===== config.mk =====
export PLATFORM = sky130hd
export DESIGN_NAME = job_io_ctrl
export DESIGN_NICKNAME = d
export VERILOG_FILES = /design/src/rtl/job_io_ctrl.sv
export SDC_FILE = /design/constraint.sdc
export NUM_CORES = 1
export LEC_CHECK = 0
export BUFFER_PORTS_ARGS = -buffer_cell sky130_fd_sc_hd__buf_2
export CORE_UTILIZATION = 50
export DETAILED_ROUTE_END_ITERATION = 8
export GPL_ROUTABILITY_DRIVEN = 0
export PLACE_DENSITY = 0.71
export SLEW_MARGIN = 25
export SYNTH_ARGS = -nofsm -noshare
export SYNTH_HDL_FRONTEND = slang
export SYNTH_SLANG_ARGS = --single-unit

===== constraint.sdc =====
create_clock -name clk -period 21.1 [get_ports clk]
set_input_delay 2.11 -clock clk [delete_from_list [all_inputs] [get_ports clk]]
set_output_delay 2.11 -clock clk [all_outputs]
set_load 0.05 [all_outputs]

===== src/rtl/job_io_ctrl.sv =====
// Job I/O controller: serial job/daisy shift-in from an asynchronous data_clk,
// result FIFO from the hashing pool and serial result shift-out.
//
// Result input handshake: a word on result_in is taken on any clk edge where
// result_valid=1, result_ready=1 and load=0. With result_valid=1 and the FIFO
// full, the word is dropped and overflow is set. In load mode result_valid is
// ignored completely.
module job_io_ctrl #(
    parameter int JOB_WIDTH    = 360,
    parameter int DAISY_WIDTH  = 8,
    parameter int RESULT_WIDTH = 32,
    parameter int RESULT_DEPTH = 4,
    parameter int SYNC_STAGES  = 2
) (
    input  logic                          clk,
    input  logic                          reset,
    input  logic                          load,
    input  logic                          data_clk,
    input  logic                          data_in,
    input  logic                          daisy_sel,
    input  logic                          daisy_in,
    output logic                          daisy_out,
    output logic [JOB_WIDTH-1:0]          job_params,
    output logic [DAISY_WIDTH-1:0]        daisy_params,
    output logic                          job_start,
    output logic                          job_error,
    input  logic [RESULT_WIDTH-1:0]       result_in,
    input  logic                          result_valid,
    output logic                          result_ready,
    output logic                          data_out,
    output logic                          data_oe,
    output logic [$clog2(RESULT_DEPTH):0] result_count,
    output logic                          overflow
);
    localparam int AW = $clog2(RESULT_DEPTH);
    localparam int CW = $clog2(JOB_WIDTH + 2);
    localparam int BW = $clog2(RESULT_WIDTH + 1);
    localparam logic [CW-1:0] JOB_FULL  = CW'(JOB_WIDTH);
    localparam logic [CW-1:0] JOB_SAT   = CW'(JOB_WIDTH + 1);
    localparam logic [AW:0]   FIFO_FULL = (AW+1)'(RESULT_DEPTH);
    localparam logic [AW:0]   ONE_ENTRY = (AW+1)'(1);
    localparam logic [BW-1:0] LAST_BIT  = BW'(RESULT_WIDTH - 1);

    logic [SYNC_STAGES-1:0]  r_dclk_sync;
    logic [SYNC_STAGES-1:0]  r_din_sync;
    logic [SYNC_STAGES-1:0]  r_dzin_sync;
    logic                    r_dclk_prev;
    logic                    r_load_prev;

    logic [JOB_WIDTH-1:0]    r_job;
    logic [DAISY_WIDTH-1:0]  r_daisy;
    logic [CW-1:0]           r_job_cnt;
    logic                    r_job_start;
    logic                    r_job_error;

    logic [RESULT_WIDTH-1:0] r_mem [RESULT_DEPTH];
    logic [AW-1:0]           r_wr_ptr;
    logic [AW-1:0]           r_rd_ptr;
    logic [AW:0]             r_count;
    logic [RESULT_WIDTH-1:0] r_osr;
    logic [BW-1:0]           r_bit_cnt;
    logic                    r_overflow;

    logic w_dclk_edge, w_din, w_dzin, w_load_rise, w_load_fall;
    logic w_shift_daisy, w_shift_job, w_full, w_empty;
    logic w_push, w_drop, w_shift_out, w_pop;
    logic [RESULT_WIDTH-1:0] w_head_next;

    assign w_dclk_edge   = r_dclk_sync[SYNC_STAGES-1] & ~r_dclk_prev;
    assign w_din         = r_din_sync[SYNC_STAGES-1];
    assign w_dzin        = r_dzin_sync[SYNC_STAGES-1];
    assign w_load_rise   = load & ~r_load_prev;
    assign w_load_fall   = ~load & r_load_prev;
    assign w_shift_daisy = w_dclk_edge & load & daisy_sel;
    assign w_shift_job   = w_dclk_edge & load & ~daisy_sel;
    assign w_full        = (r_count == FIFO_FULL);
    assign w_empty       = (r_count == '0);
    assign w_push        = result_valid & ~load & ~w_full;
    assign w_drop        = result_valid & ~load & w_full;
    assign w_shift_out   = w_dclk_edge & ~load & ~w_empty;
    assign w_pop         = w_shift_out & (r_bit_cnt == LAST_BIT);
    // After a pop the new head is the next stored word, or the word being
    // pushed this very cycle when the popped word was the only one.
    assign w_head_next   = (r_count > ONE_ENTRY) ? r_mem[r_rd_ptr + AW'(1)] : result_in;

    // Synchronize the external serial inputs and keep last-cycle copies for edge detection.
    always_ff @(posedge clk or posedge reset) begin
        if (reset) begin
            r_dclk_sync <= '0;
            r_din_sync  <= '0;
            r_dzin_sync <= '0;
            r_dclk_prev <= 1'b0;
            r_load_prev <= 1'b0;
        end else begin
            r_dclk_sync <= {r_dclk_sync[SYNC_STAGES-2:0], data_clk};
            r_din_sync  <= {r_din_sync[SYNC_STAGES-2:0], data_in};
            r_dzin_sync <= {r_dzin_sync[SYNC_STAGES-2:0], daisy_in};
            r_dclk_prev <= r_dclk_sync[SYNC_STAGES-1];
            r_load_prev <= load;
        end
    end

    // Job/daisy shift-in, job bit counting and commit/error on leaving load mode.
    always_ff @(posedge clk or posedge reset) begin
        if (reset) begin
            r_job       <= '0;
            r_daisy     <= '0;
            r_job_cnt   <= '0;
            r_job_start <= 1'b0;
            r_job_error <= 1'b0;
        end else begin
            r_job_start <= w_load_fall && (r_job_cnt == JOB_FULL);
            if (w_shift_daisy) r_daisy <= {w_dzin, r_daisy[DAISY_WIDTH-1:1]};
            if (w_shift_job)   r_job   <= {w_din, r_job[JOB_WIDTH-1:1]};
            if (w_load_rise) begin
                r_job_cnt   <= w_shift_job ? CW'(1) : '0;
                r_job_error <= 1'b0;
            end else begin
                if (w_shift_job && (r_job_cnt != JOB_SAT)) r_job_cnt <= r_job_cnt + CW'(1);
                if (w_load_fall && (r_job_cnt != JOB_FULL)) r_job_error <= 1'b1;
            end
        end
    end

    // Result FIFO, output shift register and overflow tracking.
    always_ff @(posedge clk or posedge reset) begin
        if (reset) begin
            for (int i = 0; i < RESULT_DEPTH; i++) r_mem[i] <= '0;
            r_wr_ptr   <= '0;
            r_rd_ptr   <= '0;
            r_count    <= '0;
            r_osr      <= '0;
            r_bit_cnt  <= '0;
            r_overflow <= 1'b0;
        end else if (w_load_rise) begin
            r_wr_ptr   <= '0;
            r_rd_ptr   <= '0;
            r_count    <= '0;
            r_osr      <= '0;
            r_bit_cnt  <= '0;
            r_overflow <= 1'b0;
        end else begin
            if (w_push) begin
                r_mem[r_wr_ptr] <= result_in;
                r_wr_ptr        <= r_wr_ptr + AW'(1);
            end
            if (w_pop) r_rd_ptr <= r_rd_ptr + AW'(1);
            if (w_push && !w_pop)      r_count <= r_count + ONE_ENTRY;
            else if (w_pop && !w_push) r_count <= r_count - ONE_ENTRY;
            if (w_drop) r_overflow <= 1'b1;

            if (w_pop) begin
                r_bit_cnt <= '0;
                if ((r_count > ONE_ENTRY) || w_push) r_osr <= w_head_next;
            end else if (w_shift_out) begin
                r_osr     <= r_osr >> 1;
                r_bit_cnt <= r_bit_cnt + BW'(1);
            end else if (w_push && w_empty) begin
                r_osr <= result_in;
            end
        end
    end

    assign daisy_out    = r_daisy[0];
    assign job_params   = r_job;
    assign daisy_params = r_daisy;
    assign job_start    = r_job_start;
    assign job_error    = r_job_error;
    assign result_ready = ~w_full;
    assign result_count = r_count;
    assign overflow     = r_overflow;
    assign data_oe      = ~load & ~w_empty;
    assign data_out     = data_oe & r_osr[0];

endmodule


# == Yosys cells after proc, flatten, opt, wreduce, memory -nomap -nowiden ==
# Cells that the tools add are included.
# W data, S select, Z words.
# totals
ff_bits,561
input_bits,40
out_inout_bits,378
# op_classes
add_sub_neg,6
n_lt_le_gt_ge,4
n_eq_ne,6
n_mux,29
bitwise_logic,23
reduce_logical,21
# ops
op,n
$mux W32,9
$bwmux W128,1
$bmux W32 S2,1
$demux W32 S2,1
$mux W6,3
$mux W9,2
$ne A9 B9 Y1 const B,2
$and A1 B1 Y1,14
$reduce_bool A2 Y1,5
$add A9 B1 Y9 const B,1
$eq A9 B9 Y1 const B,1
$mux W3,3
$mux W2,4
$logic_and A1 B1 Y1,7
$not A1 Y1,7
$add A6 B1 Y6 const B,1
$eq A6 B5 Y1 const B,1
$ge A3 B3 Y1 const B,2
$not A2 Y3,2
$reduce_bool A3 Y1,2
$mux W1,5
$add A2 B1 Y2 const B,2
$reduce_and A2 Y1,2
$reduce_bool A4 Y1,1
9 further kinds,10

# == Longest topological paths before layout ==
# logic_depth
ltp_word,9
ltp_mapped,9
ltp_nobuf,7

# == Worst setup path before layout ==
# Ideal clock, no wire load.
# synth_path
path_type,in2out
startpoint,input load
endpoint,output data_out
arrival_time_ns,2.783
required_ns,18.990
slack_ns,16.207
stages,3
cell_sequence,buf_2 inv_1 and3_1
# synth_between
elab_chain_len,3
# synth_rtl
item,line_no,rtl
start: declaration,17,"input logic load,"
$not A1 Y1,172,assign data_oe = ~load & ~w_empty;
$and A1 B1 Y1,172,
$and A1 B1 Y1,173,assign data_out = data_oe & r_osr[0];
end: declaration,30,"output logic data_out,"
# Every way passes these cells.

# == Worst setup path after layout ==
# Ends and elaborated chain as after synthesis.

==> results.json <==
{
  "grt_max_degree": 264,
  "status": "finished, final reports clean",
  "fin_worst_skew_ns": 0.0432,
  "synth_ff_type": "dfrtp_1",
  "cp-end-kind": "output port",
  "die_height_um": 218,
  "cts-root-buf": "clkbuf_16",
  "p_leak_uw": 0.0153,
  "yosys_warnings": 0,
  "drive_gt1_frac": 0.269,
  "cts_tree": "built",
  "reg2reg_slack_ns": 17.82,
  "wirelength_um": 59700,
  "synth_cells": 2291,
  "crit_path_max_fanout": 13,
  "yosysSeqAreaShare": 0.604,
  "core.rowCount": 78,
  "vias_per_cell": 5.33,
  "antenna_cells": 0,
  "period_share": 0.237,
  "critPathKind": "in -> out",
  "cts.path.max_buffers": 3,
  "ioPinCount": 418,
  "slew_headroom": 0.318,
  "path_cells": "buf_2, inv_1, and3_1, buf_2",
  "powerDensity_nw_per_um2": 99.7,
  "layout_min_cycle_time_ns": 4.99,
  "syn_nets": 2343,
  "ys_ff_latch": 561,
  "final_nets": 2699,
  "first_global_vias": 17600,
  "final_core_util": 0.610,
  "wl_per_cell_um": 18.1,
  "rsz0062_at_grt": "no",
  "synth_top_area_frac": 0.604,
  "critPathArrivalTime_ns": 2.88,
  "hold_class": "reg -> reg",
  "multi_input_area_um2": 8510,
  "htree_num_levels": 2,
  "die-area_um2": 47400,
  "initial_core_util": 0.510,
  "drtAntennaViolNets": 0,
  "track_usage": 0.254,
  "dp_hpwl_um": 37500,
  "finalMaxSlewViolations": 0,
  "max-cap-violations": 0,
  "area_growth_pct": 19.7,
  "critPathBufInv": 3,
  "ir_drop_mv": 0.0845,
  "setup_tns_ns": 0,
  "synth_area_leader_cell": "dfrtp_1",
  "worstMarginPinSlew_ns": 1.02,
  "antenna_found_initial": 2,
  "cts.sinks": 561,
  "final_common_cell": "nand2_1",
  "syn_avg_cell_area_um2": 10.1,
  "synth_area_um2": 23200,
  "cpLargestDelayFamily": "buffers and inverters",
  "fin_worst_hold_slack_ns": 0.333,
  "synthArstFlopShare": 1.00,
  "clk_latency_ns": 0.63,
  "dieWidth_um": 218,
  "fmax_mhz": 200,
  "grt_pass1_wl_um": 95700,
  "setup_viol": 0,
  "worstPathRequired_ns": 18.99,
  "synth_edf_count": 0,
  "ctsHoldBuffers": 0,
  "core_um2": 45600,
  "io_buffers": 417,
  "nFillCells": 3759,
  "vias": 17600,
  "seq_area_um2": 14000,
  "worstSetupStartpointType": "primary input",
  "cpPeakStageDelay_ns": 0.28,
  "synth.area.top_cells": "dfrtp_1 (60%), nand2_1 (18%), mux2_2 (5.8%)",
  "drtPass1Iterations": 5,
  "clkSlewWorstSetupHoldPaths_ns": 0.06,
  "cts.repair.resized": 0,
  "grt_overflow": 0,
  "path_common_cell": "buf_2",
  "postCtsSetupRepairBufs": 0,
  "first_iter_violations": 1474,
  "critPathSlowestCell": "buf_2",
  "ys_types": 54,
  "hold_viol_final": 0,
  "layout_common_cells": "nand2_1 (1,099), dfrtp_1 (560), buf_2 (417), mux2_2 (120), a21oi_1 (73)",
  "drc": 0,
  "cts_buffers": 58
}
state kept, by name, summed over array words and instances, names as in the netlist, 2 cells and up:
signal and cells:
r_dclk_sync 2, daisy_params 8, r_rd_ptr 2, r_mem 128, r_wr_ptr 2, result_count 3
job_params 360, r_osr 32, r_din_sync 2, r_job_cnt 9, r_dzin_sync 2, r_bit_cnt 6
kinds of logic after synthesis:
logic type                 Yosys count  synth area share
adders and majority gates           12           0.00646
DFF                                561             0.604
xor gates and xnor gates            11           0.00414
muxes                              169            0.0976
AOI/OAI and AO/OA                  188            0.0571
and+or+nand+nor                   1190             0.199
buffers and inverters              160            0.0319
power by group:
group	total [uW]	switching [uW]	internal (uW)	leakage, uW
clock network	1100	434	668	0.00102
registers	1300	76.6	1220	0.00752
logic	372	195	177	0.00679
cell type report:
type / count / area share
clock buffers: 80 / 0.0605
clock inverters: 26 / 0.0147
inverters: 8 / 0.00135
multi-input cells: 1570 / 0.306
flip-flops and latches: 561 / 0.505
well taps: 600 / 0.0270
repair buffers: 448 / 0.0860
metrics by stage:
stage | setup WS [ns] | area [um^2] | power (uW) | std cells
after global placement | 15.27 | 25700 | 1660 | 3185
final | 16.11 | 27800 | 2770 | 3293
after detailed placement | 15.15 | 25700 | 1690 | 3185
after floorplan | 3.30 | 23200 | 1590 | 2291
after global routing | 15.64 | 27800 | 2890 | 3293
after CTS | 15.83 | 27800 | 2800 | 3291
per-layer routing:
metal	global-route usage	routed length [um]	vias up
li1	-	-	8189
met1	0.328	24300	8669
met2	0.409	28800	594
met3	0.0714	4830	109
met4	0.0887	1730	4
met5	0	23	-
worst register-to-register path, stage by stage, from the launching register on:
cell     delay (ns)
dfrtp_1        0.46
inv_1          0.09
ha_1           0.24
a21oi_1        0.73
nand2_1        0.78
buf_4          0.50
mux2_1         0.35
final timing paths:
check,startpoint,end,depth (start not counted)
max,load,data_out,4
min,r_dclk_sync[0],r_dclk_sync[1],0
max reg2reg,result_count[0],r_mem[59],6
min reg2reg,r_dclk_sync[0],r_dclk_sync[1],0
max in group asynchronous,reset,r_rd_ptr[1],5
min in group asynchronous,reset,job_params[106],2
synthesized netlist by cell type, types with 2 or more instances:
| cell | count |
|---|---|
| nand4_1 | 7 |
| buf_1 | 2 |
| dfrtp_1 | 561 |
| mux2_2 | 120 |
| o21ai_0 | 40 |
| buf_6 | 2 |
| a2111oi_0 | 4 |
| nand2b_1 | 3 |
| o31ai_1 | 2 |
| a2111oi_1 | 10 |
| a21oi_1 | 73 |
| xnor2_1 | 5 |
| nand2_1 | 1099 |
| a2111oi_2 | 17 |
| o2111ai_1 | 31 |
| mux2_1 | 16 |
| clkbuf_1 | 77 |
| mux4_1 | 2 |
| mux4_2 | 30 |
| nand3_1 | 9 |
| buf_12 | 2 |
| nor2_1 | 16 |
| buf_4 | 3 |
| buf_2 | 65 |
| a21o_1 | 2 |
| inv_1 | 8 |
| nor2b_1 | 3 |
| nor3_1 | 36 |
| and2_1 | 2 |
| xor2_1 | 6 |
| and3_1 | 4 |
| ha_1 | 12 |
Power figures use the tool's default switching activity.
